[config.mk]
export PLATFORM = sky130hd
export DESIGN_NAME = arm_serial_rx_flat
export DESIGN_NICKNAME = d
export VERILOG_FILES = /design/src/rtl/arm_serial_rx_pkg.sv /design/src/rtl/arm_serial_rx_if.sv /design/src/rtl/arm_serial_rx_edge_det.sv /design/src/rtl/arm_serial_rx.sv /design/src/flat_wrapper.sv
export SDC_FILE = /design/constraint.sdc
export NUM_CORES = 1
export LEC_CHECK = 0
export CAP_MARGIN = 5
export CORE_MARGIN = 10
export CORE_UTILIZATION = 50
export CTS_CLUSTER_DIAMETER = 60
export DETAILED_ROUTE_END_ITERATION = 16
export PLACE_DENSITY = 0.72
export RECOVER_POWER = 50
export SYNTH_ARGS = -nofsm -noshare
export SYNTH_HDL_FRONTEND = slang
export SYNTH_HIERARCHICAL = 1
export SYNTH_SLANG_ARGS = --single-unit
[constraint.sdc]
create_clock -name clk_in -period 2.3 [get_ports clk_in]
set_clock_uncertainty 0.1 [all_clocks]
set_input_delay 0.46 -clock clk_in [delete_from_list [all_inputs] [get_ports clk_in]]
set_output_delay 0.46 -clock clk_in [all_outputs]
set_load 0.01 [all_outputs]
[src/rtl/arm_serial_rx_pkg.sv]
// rtl/arm_serial_rx_pkg.sv - shared widths, timeout and FSM encodings for the serial receiver
package arm_serial_rx_pkg;

   localparam int A_W        = 7;
   localparam int D_W        = 8;
   localparam int TIMEOUT    = 64;
   // start + address + gap + data + gap + stop
   localparam int SLOT_COUNT = A_W + D_W + 4;

   function automatic int maxInt(input int a, input int b);
      return (a > b) ? a : b;
   endfunction

   localparam int BIT_CNT_W = $clog2(maxInt(A_W, D_W) + 1);
   localparam int TO_CNT_W  = $clog2(TIMEOUT);

   typedef enum logic [2:0] {
      IDLE  = 3'd0,
      ADDR  = 3'd1,
      GAP_A = 3'd2,
      DATA  = 3'd3,
      GAP_D = 3'd4,
      STOP  = 3'd5
   } rxState_t;

endpackage

[src/rtl/arm_serial_rx_if.sv]
// rtl/arm_serial_rx_if.sv - serial line inputs and decoded-frame outputs of the receiver
interface arm_serial_rx_if;
   import arm_serial_rx_pkg::*;

   logic           InC;
   logic           InD;
   logic           InOE;
   logic [A_W-1:0] OutA;
   logic [D_W-1:0] OutDat;
   logic           Valid;
   logic           FrameErr;
   logic           Busy;

   modport master (
      output InC, InD, InOE,
      input  OutA, OutDat, Valid, FrameErr, Busy
   );

   modport slave (
      input  InC, InD, InOE,
      output OutA, OutDat, Valid, FrameErr, Busy
   );
endinterface

[src/rtl/arm_serial_rx_edge_det.sv]
// rtl/arm_serial_rx_edge_det.sv - registers the serial lines and emits an aligned rising-edge slot strobe
module arm_serial_rx_edge_det (
   input  logic clk_in,
   input  logic reset,
   input  logic inC,
   input  logic inD,
   input  logic inOE,
   output logic slotEdge,
   output logic slotD,
   output logic slotOE
);
   logic inCQ, inCQQ, inDQ, inOEQ;

   // Register the lines once, then register the edge strobe together with the data it qualifies
   always_ff @(posedge clk_in) begin
      if (reset) begin
         inCQ     <= 1'b0;
         inCQQ    <= 1'b0;
         inDQ     <= 1'b0;
         inOEQ    <= 1'b0;
         slotEdge <= 1'b0;
         slotD    <= 1'b0;
         slotOE   <= 1'b0;
      end else begin
         inCQ     <= inC;
         inCQQ    <= inCQ;
         inDQ     <= inD;
         inOEQ    <= inOE;
         slotEdge <= inCQ & ~inCQQ;
         slotD    <= inDQ;
         slotOE   <= inOEQ;
      end
   end
endmodule

[src/rtl/arm_serial_rx.sv]
// rtl/arm_serial_rx.sv - deserializes one address/data frame and flags framing errors and timeouts
module arm_serial_rx
   import arm_serial_rx_pkg::*;
(
   input  logic           clk_in,
   input  logic           reset,
   arm_serial_rx_if.slave bus
);
   rxState_t             state, nextState;
   logic                 slotEdge, slotD, slotOE;
   logic [BIT_CNT_W-1:0] bitCnt;
   logic [TO_CNT_W-1:0]  idleCnt;
   logic [A_W-1:0]       shA, outAQ;
   logic [D_W-1:0]       shD, outDatQ;
   logic                 validQ, frameErrQ;
   logic                 timedOut, frameDone, frameErr, shiftA, shiftD;

   arm_serial_rx_edge_det u_edge (
      .clk_in   (clk_in),
      .reset    (reset),
      .inC      (bus.InC),
      .inD      (bus.InD),
      .inOE     (bus.InOE),
      .slotEdge (slotEdge),
      .slotD    (slotD),
      .slotOE   (slotOE)
   );

   // A slot edge in the same cycle always wins over the timeout
   assign timedOut = (state != IDLE) && !slotEdge && (idleCnt == TO_CNT_W'(TIMEOUT - 1));

   // State register
   always_ff @(posedge clk_in) begin
      if (reset) state <= IDLE;
      else       state <= nextState;
   end

   // Next-state: advance one slot per edge, any malformed slot or timeout returns to IDLE
   always_comb begin
      nextState = state;
      if (timedOut) begin
         nextState = IDLE;
      end else if (slotEdge) begin
         case (state)
            IDLE:    if (slotOE && !slotD) nextState = ADDR;
            ADDR:    if (!slotOE) nextState = IDLE;
                     else if (bitCnt == BIT_CNT_W'(A_W - 1)) nextState = GAP_A;
            GAP_A:   nextState = slotOE ? IDLE : DATA;
            DATA:    if (!slotOE) nextState = IDLE;
                     else if (bitCnt == BIT_CNT_W'(D_W - 1)) nextState = GAP_D;
            GAP_D:   nextState = slotOE ? IDLE : STOP;
            STOP:    nextState = IDLE;
            default: nextState = IDLE;
         endcase
      end
   end

   // Outputs of the FSM: shift strobes, frame completion and error events
   always_comb begin
      frameDone = 1'b0;
      frameErr  = timedOut;
      shiftA    = 1'b0;
      shiftD    = 1'b0;
      if (slotEdge) begin
         case (state)
            IDLE:    frameErr = slotOE && slotD;
            ADDR:    begin shiftA = slotOE; frameErr = !slotOE; end
            GAP_A:   frameErr = slotOE;
            DATA:    begin shiftD = slotOE; frameErr = !slotOE; end
            GAP_D:   frameErr = slotOE;
            STOP:    if (slotOE && !slotD) frameDone = 1'b1;
                     else frameErr = 1'b1;
            default: frameErr = 1'b1;
         endcase
      end
   end

   // Datapath: shift registers, bit and idle counters, held outputs and one-cycle pulses
   always_ff @(posedge clk_in) begin
      if (reset) begin
         shA       <= '0;
         shD       <= '0;
         bitCnt    <= '0;
         idleCnt   <= '0;
         outAQ     <= '0;
         outDatQ   <= '0;
         validQ    <= 1'b0;
         frameErrQ <= 1'b0;
      end else begin
         validQ    <= frameDone;
         frameErrQ <= frameErr;
         if (frameErr) begin
            shA     <= '0;
            shD     <= '0;
            bitCnt  <= '0;
            idleCnt <= '0;
         end else begin
            if (slotEdge || state == IDLE) idleCnt <= '0;
            else if (idleCnt != '1)        idleCnt <= idleCnt + TO_CNT_W'(1);
            if (shiftA) begin
               shA    <= {shA[A_W-2:0], slotD};
               bitCnt <= (bitCnt == BIT_CNT_W'(A_W - 1)) ? '0 : bitCnt + BIT_CNT_W'(1);
            end
            if (shiftD) begin
               shD    <= {shD[D_W-2:0], slotD};
               bitCnt <= (bitCnt == BIT_CNT_W'(D_W - 1)) ? '0 : bitCnt + BIT_CNT_W'(1);
            end
            if (frameDone) begin
               outAQ   <= shA;
               outDatQ <= shD;
               shA     <= '0;
               shD     <= '0;
            end
         end
      end
   end

   assign bus.OutA     = outAQ;
   assign bus.OutDat   = outDatQ;
   assign bus.Valid    = validQ;
   assign bus.FrameErr = frameErrQ;
   assign bus.Busy     = (state != IDLE);
endmodule

[src/flat_wrapper.sv]
// flat-port wrapper written by rule: the top's interface ports become plain ports
module arm_serial_rx_flat import arm_serial_rx_pkg::*;
  (clk_in, reset, bus_InC, bus_InD, bus_InOE, bus_OutA, bus_OutDat, bus_Valid, bus_FrameErr, bus_Busy);
  arm_serial_rx_if bus_i ();
  input  logic clk_in;
  input  logic reset;
  input wire logic [$bits(bus_i.InC)-1:0] bus_InC;
  input wire logic [$bits(bus_i.InD)-1:0] bus_InD;
  input wire logic [$bits(bus_i.InOE)-1:0] bus_InOE;
  output wire logic [$bits(bus_i.OutA)-1:0] bus_OutA;
  output wire logic [$bits(bus_i.OutDat)-1:0] bus_OutDat;
  output wire logic [$bits(bus_i.Valid)-1:0] bus_Valid;
  output wire logic [$bits(bus_i.FrameErr)-1:0] bus_FrameErr;
  output wire logic [$bits(bus_i.Busy)-1:0] bus_Busy;
  assign bus_i.InC = bus_InC;
  assign bus_i.InD = bus_InD;
  assign bus_i.InOE = bus_InOE;
  assign bus_OutA = bus_i.OutA;
  assign bus_OutDat = bus_i.OutDat;
  assign bus_Valid = bus_i.Valid;
  assign bus_FrameErr = bus_i.FrameErr;
  assign bus_Busy = bus_i.Busy;
  arm_serial_rx u_core (.clk_in(clk_in), .reset(reset), .bus(bus_i));
endmodule
==> impl_table.tex <==
\begin{tabular}{lr}
\hline
Metric & Value \\
\hline
\multicolumn{2}{l}{\textbf{Run status}} \\
\quad Outcome & finished clean \\
\multicolumn{2}{l}{\textbf{Hold path}} \\
\quad Min-Delay Endpoint & u\_core/u\_edge/slotEdge \\
\quad Classification of the worst-slack hold path & reg2reg \\
\quad Worst hold start & u\_core/u\_edge/inCQQ \\
\quad Hold path cells & 1 \\
\multicolumn{2}{l}{\textbf{Die}} \\
\quad Standard cell core area & roughly 4000 um\^{}2 \\
\quad Total I/O pin count & 23 \\
\quad Die Ht & 85.6 um \\
\quad Starting density of the core & 52.6\% \\
\quad Die footprint & between 7000 and 8000 um\^{}2 \\
\quad Site row count & 23 \\
\quad Die width & around 86 um \\
\multicolumn{2}{l}{\textbf{Worst setup path}} \\
\quad Critical path's top delay family & buffers and inverters \\
\quad Reg2reg end & u\_core/shA[3] \\
\quad Data arrival time at the worst-slack endpoint & approximately 1.6 ns \\
\quad Buffers and inverters on the worst path & 2 \\
\quad Maximum fanout count along the critical path & 10 \\
\quad Critical Path, Cell by Cell & nor3\_4 -> inv\_1 -> clkdlybuf4s50\_1 \\
\quad Cell at the slowest stage of the critical path & dfxtp\_1 \\
\quad Critical path type & reg2out \\
\quad CP Data Required Time & between 1.5 and 2 ns \\
\quad Critical Path Start Type & flop \\
\quad Critical Path Max Stage Delay & between 0.5 and 0.6 ns \\
\quad Number of cell instances on the worst register-to-register path & 4 \\
\quad Kind of capture point of the worst setup path & output pin \\
\quad Worst reg-to-reg setup slack & approximately 0.34 ns \\
\quad Crit Reg-Reg Startpoint & u\_core/state[0] \\
\multicolumn{2}{l}{\textbf{Power and ir drop}} \\
\quad Leakage & just under 0.9 nW \\
\quad Power Dens Cells & around 630 nW/um\^{}2 \\
\quad Peak supply drop & $\sim$0.00038 V \\
\multicolumn{2}{l}{\textbf{Clocking}} \\
\quad Number of CTS-inserted buffers & 5 \\
\quad Bufs on Longest Clock Path & 2 \\
\quad Cts hold-fix bufs & 0 \\
\quad Clock tree from TritonCTS & built \\
\quad Post-CTS clock slew at the launch and capture registers of the worst setup and hold paths & 0.08 ns \\
\quad Setup fix buffers added after clock tree synthesis & 0 \\
\quad Clock root buffer master & clkbuf\_8 \\
\quad Clock latency on the worst-skew pair & just over 0.3 ns \\
\quad Clock sink count & 52 \\
\quad \# H-tree levels & 2 \\
\multicolumn{2}{l}{\textbf{Drt}} \\
\quad Total number of vias & roughly 1600 \\
\quad Number of vias per cell & 5.27 \\
\quad Average routed wire per standard cell & $\sim$12 um \\
\quad Post-Route WL & 3810 um \\
\quad Number of antenna-violating nets in the routed design & 0 \\
\quad Pre-Repair DR Iteration Count & 4 \\
\quad DRT iter0 DRCs & 68 \\
\quad Remaining routing DRC violations & 0 \\
\multicolumn{2}{l}{\textbf{Logic synthesis}} \\
\quad Compound-Gate Fraction of Synth Area & roughly a fifth \\
\quad Number of enable-type register cells in the synthesized netlist & 0 \\
\quad Post-synthesis instance total & 240 \\
\quad Portion of the post-synthesis area used by sequential elements & about half \\
\quad Yosys cell types & between 40 and 50 \\
\quad Prevailing post-synth register cell & dfxtp\_1 \\
\quad Multiplexer share of the synthesized area & less than 1\% \\
\quad XOR/XNOR share of the synthesized area & 1.63\% \\
\quad Average cell area after synthesis & approximately 9.0 um\^{}2 \\
\quad Number of register bits inferred by synthesis & 52 \\
\quad Count of warnings emitted by yosys & 6 \\
\quad Dominant combinational cell family by area after synthesis & simple AND/OR/NAND/NOR gates \\
\quad Post-synthesis adder-cell area fraction & under 10\% \\
\quad Synthesized net count & around 250 \\
\quad Post-synthesis share of cell area spent on and, or, nand and nor gates & between 20\% and 30\% \\
\quad Cell area after technology mapping & between 2000 and 2500 um\^{}2 \\
\quad Share of flip-flops with an asynchronous set or reset after synthesis & 0\% \\
\multicolumn{2}{l}{\textbf{Place}} \\
\quad Instance area after placement & 2380 um\^{}2 \\
\quad Number of buffers inserted by port buffering & 22 \\
\quad Final RePlAce weighted congestion & between 0.7 and 0.8 \\
\quad Final HPWL from detailed placement & roughly 2700 um \\
\multicolumn{2}{l}{\textbf{Timing}} \\
\quad Setup violation total in the final timing report & 0 \\
\quad Endpoints failing hold & 0 \\
\quad Post-layout min period & approximately 2.2 ns \\
\quad RSZ-0062 raised after global routing & false \\
\quad Share of the cycle needed by the critical path after routing & a little over nine tenths \\
\quad Measured slew at the worst slew-check pin & $\sim$0.77 ns \\
\quad Accumulated negative setup slack & 0 ns \\
\quad Max\_slew headroom & just under 50\% \\
\quad Min Hold Slack & just under 0.3 ns \\
\quad Pins over their slew limit & 0 \\
\quad Achievable Freq & between 0.4 and 0.5 GHz \\
\multicolumn{2}{l}{\textbf{GRT}} \\
\quad Global-route wire length before repair & approximately 6600 um \\
\quad Vias in the first global route & 1482 \\
\quad Total global routing track utilization & a little over a tenth \\
\quad Maximum number of pins on one net before global-route repair & 19 \\
\quad Antenna violations before repair & 0 \\
\quad Sum of overflow across all layers after global routing & 0 \\
\multicolumn{2}{l}{\textbf{Layout}} \\
\quad Layout net count & between 200 and 300 \\
\quad Fraction of final layout cells with drive strength greater than 1 & between 10\% and 20\% \\
\quad Diodes inserted & 0 \\
\quad Area added between synthesis and finish & 15.0\% \\
\quad Final design area excluding fillers & $\sim$2500 um\^{}2 \\
\multicolumn{2}{l}{\textbf{Run}} \\
\quad Max-cap violations & 0 \\
\hline
\end{tabular}
## where the power goes
part	internal, mW	leakage (nW)	switching [mW]	total, mW
clock	0.323	0.0552	0.285	0.608
combinational	0.0147	0.392	0.0206	0.0353
sequential	0.905	0.420	0.00586	0.911
total	1.24	0.867	0.311	1.55
## kinds of logic (layout without fill, tap and decap cells)
kind of cell    after synthesis  in the layout
buf+inv                      19             40
fa+ha+maj                     4              4
compound gates               61             61
flops                        52             52
simple gates                 99             99
xor+xnor                      4              4
mux                           1              1
## sequential cells by signal (all words and copies together) (netlist names)
signal and flops:
u_core/shA 7, u_core/u_edge/inOEQ 1, u_core/state 3, u_core/bus.Valid 1, u_core/u_edge/slotOE 1, u_core/bitCnt 4
u_core/u_edge/inCQ 1, u_core/bus.FrameErr 1, u_core/bus.OutDat 8, u_core/bus.OutA 7, u_core/shD 8, u_core/idleCnt 6
u_core/u_edge/slotEdge 1, u_core/u_edge/slotD 1, u_core/u_edge/inCQQ 1, u_core/u_edge/inDQ 1
## layer usage
| layer | GRT usage [%] | vias up | part of all wire (%) |
|---|---|---|---|
| li1 | - | 867 | - |
| met1 | 12.4 | 737 | 49 |
| met2 | 16.8 | 30 | 43 |
| met3 | 5.30 | 6 | 6.8 |
| met4 | 3.89 | 0 | 1.3 |
| met5 | 0 | - | 0 |
## worst max path at each step
stage / startpoint / end / slack [ns] / depth (start not counted)
2_1_floorplan: u_core/bitCnt[0] / u_core/bitCnt[3] / 0.59 / 6
3_3_place_gp: u_core/state[0] / bus_Busy / 0.42 / 3
3_5_place_dp: u_core/state[0] / bus_Busy / 0.41 / 3
4_1_cts: u_core/state[0] / bus_Busy / 0.06 / 3
5_1_grt: u_core/state[2] / bus_Busy / 0.04 / 3
6_report: u_core/state[1] / bus_Busy / 0.14 / 3
## cell type report
cell class	count	area (um^2)
Clock buffer	6	72.6
Clock inverter	2	35.0
Fill cell	388	1610
Inverter	4	15.0
Multi-Input combinational cell	169	988
Sequential cell	52	1040
Tap cell	50	62.6
Timing Repair Buffer	28	258
## cell usage after synthesis, types with 2 or more instances
library cell / number / area (um^2)
a311oi_1: 2 / 17.5
nor4_1: 2 / 12.5
nor3_1: 2 / 10.0
xor2_1: 2 / 17.5
inv_1: 4 / 15.0
dfxtp_1: 52 / 1040
buf_2: 4 / 20.0
o21ai_0: 12 / 60.1
nand2_1: 51 / 191
buf_4: 2 / 15.0
a21oi_2: 10 / 87.6
or3_1: 2 / 12.5
nor2_1: 7 / 26.3
buf_6: 2 / 22.5
nor2b_1: 7 / 43.8
xnor2_1: 2 / 17.5
or2_2: 2 / 12.5
nand3_1: 12 / 60.1
a21oi_1: 26 / 130
ha_1: 3 / 37.5
clkbuf_1: 6 / 22.5
## repair_timing
action,4_1_cts,5_1_grt
gates resized for setup,0,1
setup endpoints to repair,0,1
hold endpoints to repair,0,0
## per-stage QoR
| step | power (mW) | utilization, % | setup WS (ns) | instances |
|---|---|---|---|---|
| after floorplan | 0.959 | - | 0.595 | 240 |
| after global placement | 0.971 | 58.3 | 0.420 | 303 |
| after detailed placement | 0.972 | 58.3 | 0.410 | 303 |
| after CTS | 1.57 | 61.0 | 0.0614 | 311 |
| after global routing | 1.61 | 60.5 | 0.0377 | 311 |
| final | 1.55 | 60.5 | 0.144 | 311 |
## layout by cell type (no fill, tap or decap), types with 4 or more instances in the layout
master           instances
a21oi_1                 26
inv_1                    4
clkdlybuf4s50_1         17
nand2_1                 52
buf_4                    4
clkbuf_8                 5
nand3_1                 12
dlygate4sd3_1            5
nor2_1                   7
nor2b_1                  7
a21oi_2                 10
o21ai_0                 12
dfxtp_1                 52
(Power assumes the default switching activity.)
